$ cat src/rtl/uart_rx_fifo.sv
// 8N1 UART receiver with exact bit-period sampling, feeding a first-word-fall-through FIFO.
// Sticky overrun/frame_err flags are cleared by clear_err; a same-cycle set event takes priority.
module uart_rx_fifo #(
  parameter int DIVIDER = 25000000 / 115200,
  parameter int DEPTH   = 8
) (
  input  logic       clk,
  input  logic       reset,
  input  logic       serial,
  output logic [7:0] data,
  output logic       valid,
  input  logic       ready,
  output logic       full,
  output logic       overrun,
  output logic       frame_err,
  input  logic       clear_err
);

  localparam int CW   = $clog2(DIVIDER + 1);
  localparam int AW   = $clog2(DEPTH);
  localparam int HALF = DIVIDER / 2;

  typedef enum logic [2:0] {
    S_IDLE,
    S_START,
    S_DATA,
    S_STOP,
    S_BREAK
  } state_t;

  state_t         r_state;
  logic [CW-1:0]  r_cnt;
  logic [2:0]     r_idx;
  logic [7:0]     r_shift;
  logic           r_sync1;
  logic           r_sync2;
  logic           r_overrun;
  logic           r_frame_err;

  logic [7:0]     r_mem [DEPTH];
  logic [AW-1:0]  r_wptr;
  logic [AW-1:0]  r_rptr;
  logic [AW:0]    r_count;

  logic           w_line;
  logic           w_stop_smp;
  logic           w_push;
  logic           w_ferr;
  logic           w_full;
  logic           w_pop;
  logic           w_push_ok;
  logic           w_drop;

  // Two-stage synchronizer; both stages idle high so reset never fakes a start edge
  always_ff @(posedge clk) begin
    if (reset) begin
      r_sync1 <= 1'b1;
      r_sync2 <= 1'b1;
    end else begin
      r_sync1 <= serial;
      r_sync2 <= r_sync1;
    end
  end

  assign w_line     = r_sync2;
  assign w_stop_smp = (r_state == S_STOP) && (r_cnt == CW'(DIVIDER));
  assign w_push     = w_stop_smp && w_line;
  assign w_ferr     = w_stop_smp && !w_line;

  // r_cnt holds cycles elapsed since the last sample point, so every period is exact
  always_ff @(posedge clk) begin
    if (reset) begin
      r_state <= S_IDLE;
      r_cnt   <= '0;
      r_idx   <= '0;
      r_shift <= '0;
    end else begin
      case (r_state)
        S_IDLE: begin
          r_cnt <= '0;
          if (!w_line) begin
            r_state <= S_START;
            r_cnt   <= CW'(1);
          end
        end
        S_START: begin
          if (r_cnt == CW'(HALF)) begin
            if (!w_line) begin
              r_state <= S_DATA;
              r_cnt   <= CW'(1);
              r_idx   <= '0;
            end else begin
              r_state <= S_IDLE;
              r_cnt   <= '0;
            end
          end else begin
            r_cnt <= r_cnt + CW'(1);
          end
        end
        S_DATA: begin
          if (r_cnt == CW'(DIVIDER)) begin
            r_shift[r_idx] <= w_line;
            r_cnt          <= CW'(1);
            if (r_idx == 3'd7) begin
              r_state <= S_STOP;
            end else begin
              r_idx <= r_idx + 3'd1;
            end
          end else begin
            r_cnt <= r_cnt + CW'(1);
          end
        end
        S_STOP: begin
          if (w_stop_smp) begin
            r_cnt   <= '0;
            r_state <= w_line ? S_IDLE : S_BREAK;
          end else begin
            r_cnt <= r_cnt + CW'(1);
          end
        end
        S_BREAK: begin
          r_cnt <= '0;
          if (w_line) begin
            r_state <= S_IDLE;
          end
        end
        default: begin
          r_state <= S_IDLE;
          r_cnt   <= '0;
        end
      endcase
    end
  end

  assign w_full    = (r_count == (AW+1)'(DEPTH));
  assign w_pop     = (r_count != '0) && ready;
  assign w_push_ok = w_push && (!w_full || w_pop);
  assign w_drop    = w_push && w_full && !w_pop;

  // Storage carries no reset; data is masked to zero while the FIFO is empty
  always_ff @(posedge clk) begin
    if (w_push_ok) begin
      r_mem[r_wptr] <= r_shift;
    end
  end

  always_ff @(posedge clk) begin
    if (reset) begin
      r_wptr  <= '0;
      r_rptr  <= '0;
      r_count <= '0;
    end else begin
      if (w_push_ok) begin
        r_wptr <= r_wptr + AW'(1);
      end
      if (w_pop) begin
        r_rptr <= r_rptr + AW'(1);
      end
      case ({w_push_ok, w_pop})
        2'b10:   r_count <= r_count + (AW+1)'(1);
        2'b01:   r_count <= r_count - (AW+1)'(1);
        default: r_count <= r_count;
      endcase
    end
  end

  always_ff @(posedge clk) begin
    if (reset) begin
      r_overrun   <= 1'b0;
      r_frame_err <= 1'b0;
    end else begin
      if (w_drop) begin
        r_overrun <= 1'b1;
      end else if (clear_err) begin
        r_overrun <= 1'b0;
      end
      if (w_ferr) begin
        r_frame_err <= 1'b1;
      end else if (clear_err) begin
        r_frame_err <= 1'b0;
      end
    end
  end

  assign valid     = (r_count != '0);
  assign data      = valid ? r_mem[r_rptr] : 8'h00;
  assign full      = w_full;
  assign overrun   = r_overrun;
  assign frame_err = r_frame_err;

endmodule

$ cat config.mk
export PLATFORM = sky130hd
export DESIGN_NAME = uart_rx_fifo
export DESIGN_NICKNAME = d
export VERILOG_FILES = /design/src/rtl/uart_rx_fifo.sv
export SDC_FILE = /design/constraint.sdc
export NUM_CORES = 1
export LEC_CHECK = 0
export BUFFER_PORTS_ARGS = -buffer_cell sky130_fd_sc_hd__buf_2
export CAP_MARGIN = 10
export CORE_ASPECT_RATIO = 0.75
export CORE_UTILIZATION = 40
export DETAILED_ROUTE_END_ITERATION = 6
export PLACE_DENSITY = 0.57
export SETUP_SLACK_MARGIN = 0.5
export SLEW_MARGIN = 5
export SYNTH_ARGS = -nofsm -noshare
export SYNTH_HDL_FRONTEND = slang
export SYNTH_SLANG_ARGS = --single-unit
$ cat constraint.sdc
create_clock -name clk -period 3.72 [get_ports clk]
set_input_delay 0.186 -clock clk [delete_from_list [all_inputs] [get_ports clk]]
set_output_delay 0.186 -clock clk [all_outputs]
set_load 0.02 [all_outputs]
* Word-level counts from Yosys, hierarchy flattened
Memory sizes are Yosys's and may differ from the RTL's. A register that Yosys moved wholly into a read port is not among the register bits.
Index checks and enable logic that the tools add are counted.
** Word-level totals
- Register bits after elaboration :: 36
- Input bits :: 5
- Bits in writable memories :: 64
- Memories kept :: 1
** Memory list
- r_mem :: depth 8, bits a word 8, read ports 1, clocked after memory_dff 1, write ports 1, RTL line 40 : logic [7:0] r_mem [DEPTH];
** Cells by class
- Multiplexer cells :: 31
- $lt $le $gt $ge :: 2
- Reduce and logical (&&, ||, !) cells :: 21
- Equality and inequality tests :: 18
- $add $sub $neg :: 6
** Operator list (number)
- $mux 3 :: 13
- $mux 8 :: 4
- $pmux 8 s4 :: 1
- $ne 2x2->1 const B :: 8
- $pmux 3 s5 :: 1
- $add 3x1->3 const B :: 3
- $add 8x1->8 const B :: 1
- $bwmux 8 :: 1
- $eq 8x7->1 const B :: 1
- $eq 8x8->1 const B :: 1
- $logic_and 1x1->1 :: 8
- $pmux 4 s2 :: 1
- $reduce_bool 2->1 :: 4
- $mux 1 :: 7
- $eq 3x2->1 const B :: 2
- $eq 3x3->1 const B :: 2
- $pmux 3 s2 :: 1
- $reduce_and 6->1 :: 1
- $reduce_and 5->1 :: 1
- $add 4x1->4 const B :: 1
- $eq 4x4->1 const B :: 1
- $lt 3x4->1 const B :: 1
- $reduce_bool 4->1 :: 1
- $sub 4x1->4 const B :: 1
- 10 further kinds :: 12

* Depth between registers and ports, before layout
- Depth in word-level cells :: 6
- Depth in mapped cells :: 11
- Gate-level depth less buffers :: 11

* Worst setup path before layout
No wires, ideal clock.
- Path kind :: register -> register
- From :: reg r_cnt[0]
- To :: mem r_mem[0][0], enable pin
- Required time :: 3.337 ns
- Slack :: 1.108 ns
- Setup time :: 0.383 ns
- Stages on the path, launching flop included :: 6
- Data arrival time :: 2.228 ns
- Cells stage by stage :: dfxtp_1 > ha_1 > nand4b_4 > or3_4 > or3_1 > nor3_1
** On the way
- Word-level cells in the longest chain between the ends :: 6
** Ends and longest elaborated chain
- from (decl) :: RTL line 32 : logic [CW-1:0] r_cnt;
- from (signal assigned) :: RTL line 97 : r_cnt <= r_cnt + CW'(1);
- from (signal assigned) :: RTL line 110 : r_cnt <= r_cnt + CW'(1);
- from (signal assigned) :: RTL line 118 : r_cnt <= r_cnt + CW'(1);
- $eq 8x8->1 :: RTL line 66 : assign w_stop_smp = (r_state == S_STOP) && (r_cnt == CW'(DIVIDER));
- $logic_and 1x1->1 :: RTL line 66
- $logic_and 1x1->1 :: RTL line 67 : assign w_push = w_stop_smp && w_line;
- $logic_and 1x1->1 :: RTL line 137 : assign w_push_ok = w_push && (!w_full || w_pop);
- $mux 1 :: RTL line 142 : if (w_push_ok) begin
- $mux 1 (implied by the code) :: RTL line 143 : r_mem[r_wptr] <= r_shift;
- to (decl) :: RTL line 40
No other way between the ends.

* Final worst setup path
- From :: reg r_cnt[0]
- To :: mem r_mem[6][3], enable pin
Same word-level chain as after synthesis.

==> flow_summary.yaml <==
final_layout:
  layout_common_cells: "edfxtp_1, nor2_1, dfxtp_1"
  final_common_cell: "edfxtp_1"
  nets: 370
  num_antenna_cells: 0
  drive_gt1_share_pct: 18.23
  area_delta_synth_final_pct: 11.86
place:
  place_ws_ps: 997.2
  place_congestion: 0.7685
  port_buffers: 16
  dp_hpwl_um: 5530
clock_tree:
  cts_hold_buf: 0
  h-tree-depth: 3
  tritoncts: "built"
  root_buffer: "clkbuf_16"
  cts.path.max_buffers: 2
  post_cts_buffers: 0
  cts_resized: 0
  cts_buffers: 9
  clk_latency_ps: 340
  cts.clk_slew.worst_paths_ps: 70
  clock-sinks: 103
worst_setup_path:
  end_kind: "flip-flop"
  crit_fanout: 9
  crit_type: "reg2reg"
  critPathRequiredTime_ps: 3690
  cp-start-kind: "flip-flop"
  arrival_ps: 2680
die:
  core_region_area_um2: 10900
  dieHeight_um: 93.49
  initial_core_util_pct: 40.96
  ioPinCount: 17
  rows: 33
  die_w_um: 124.0
  dieArea_um2: 11590
detailed_routing:
  first_pass_iters: 4
  avgRoutedWirePerCell_um: 15.95
  routed_wl_um: 8009
  vias: 2603
  drc: 0
  viasPerCell: 5.185
  drt_first_iter_violations: 152
  detail-route-antenna-nets: 0
grt:
  antenna_found_initial: 0
  grt_overflow: 0
  grt_pass1_vias: 2562
  grt_pass1_wl_um: 13480
  grt_max_degree: 40
  grt_use_total_pct: 15.80
synth:
  yosys_warnings: 0
  synthesis.area_um2: 4464
  synth.distinct_cells: 48
  syn_nets: 353
  synthFlopType: "edfxtp_1"
  syn_inst: 340
  yosysTopAreaCell: "edfxtp_1"
  synth_edf_count: 64
  synth.area.top_cells: "edfxtp_1, dfxtp_1, mux4_2"
  ys_seq_area_share_pct: 60.54
  synth_area_per_cell_um2: 13.13
  yosysTopAreaCellShare_pct: 43.05
  synth-seq-cells: 103
  synth-async-reset-ratio_pct: 0
timing:
  finalSetupTns_ps: 0
  relSlewSlack_pct: 43.59
  finalSetupViolCount: 0
  fmax_mhz: 368.6
  rsz0062_at_grt: "no"
  hold_viol: 0
  tightest_slew_ps: 843.0
  drv_slew: 0
  skew_ps: 6.518
  worst_slack_ps: 1007
  period_share_pct: 72.93
  post-route-min-period_ps: 2713
run_status:
  outcome: "complete, no violations"
power_and_ir_drop:
  powerDensity_nw_per_um2: 508.3
  irDropWorstVdd_mv: 0.2645
  total_leakage_power_nw: 1.731
hold_path:
  hold_class: "in2reg"
flow_run:
  cap_violations: 0
==> cell families (layout without fill, tap and decap cells) <==
group                      Yosys count  after routing  share of synthesized area, %
xor gates and xnor gates             9              9                         1.766
adders and majority gates            8              8                         2.242
and+or+nand+nor                    123            123                         15.02
buffers and inverters               25             47                         2.270
DFF                                103            103                         60.54
AOI/OAI and AO/OA                   33             33                         4.849
muxes                               39             39                         13.31
==> critical path, cell delays in order, from the launching register on <==
cell and delay, ps:
dfxtp_1 430, ha_1 240, nand4b_4 180, or3_4 460
or3_1 440, nor2_1 590
==> layer usage <==
metal	global-route usage (%)	share of wire [%]	vias to the layer above	routed length (um)
met5	0	0	-	0
met4	5.952	1.3	0	105
met3	3.476	4.4	8	349
met2	24.07	45	46	3593
met1	21.99	49	1255	3960
li1	-	-	1294	-
==> through the flow <==
step	total power [mW]	hold slack [ps]	instance area, um2	instances	utilization [%]
finish	2.538	29.84	4994	502	45.81
global route	2.652	31.05	4994	502	45.81
CTS	2.570	17.46	4994	502	45.81
detailed placement	1.623	373.1	4690	486	43.02
global placement	1.623	371.6	4690	486	43.02
floorplan	1.528	284.6	4464	340	-
==> synth_stat cells, drive strengths merged, types with 2 or more instances <==
master	n
ha	8
nand2	14
clkbuf	9
o31ai	2
mux2	3
inv	11
mux2i	20
nor4	4
nand4b	3
xnor2	6
buf	5
nand3	8
or3b	3
a21oi	11
o41ai	2
nand3b	3
xor2	3
nor2b	7
or3	3
o21ai	6
a211o	2
edfxtp	64
or2	3
nand4	5
nand2b	17
mux4	16
a211oi	3
nor2	41
nor3	8
dfxtp	39
==> final cells by class <==
class	instances	area [um2]
Timing Repair Buffer	20	110.1
Multi-Input combinational cell	212	1660
Clock buffer	9	225.2
Sequential cell	103	2703
Tap cell	140	175.2
Fill cell	995	5907
Clock inverter	7	78.83
Inverter	11	41.29
==> registers in the layout, indices dropped and copies added, names as in the netlist, named ones only <==
register and count:
r_shift 8, r_count 4, r_sync2 1, r_rptr 3
r_sync1 1, overrun 1, r_state 3, r_cnt 8
frame_err 1, r_idx 3, r_wptr 3, r_mem 64
==> power breakdown <==
part | leakage (nW) | total (mW) | internal (mW) | switching (mW)
logic | 0.672 | 0.353 | 0.174 | 0.179
registers | 0.908 | 1.24 | 1.21 | 0.0223
clock network | 0.151 | 0.948 | 0.531 | 0.417
==> path summary, 6_finish.rpt <==
check	depth (start not counted)	end	from	slack, ps
setup / recovery	5	r_mem[6][3]$_DFFE_PP_	r_cnt[0]$_SDFF_PP0_	1010
setup reg to reg	5	r_mem[6][3]$_DFFE_PP_	r_cnt[0]$_SDFF_PP0_	1010
hold / removal	2	r_sync1$_SDFF_PP1_	serial	30
hold reg to reg	1	r_sync2$_SDFF_PP1_	r_sync1$_SDFF_PP1_	410
No activity file was read; power rests on OpenSTA's default activity.
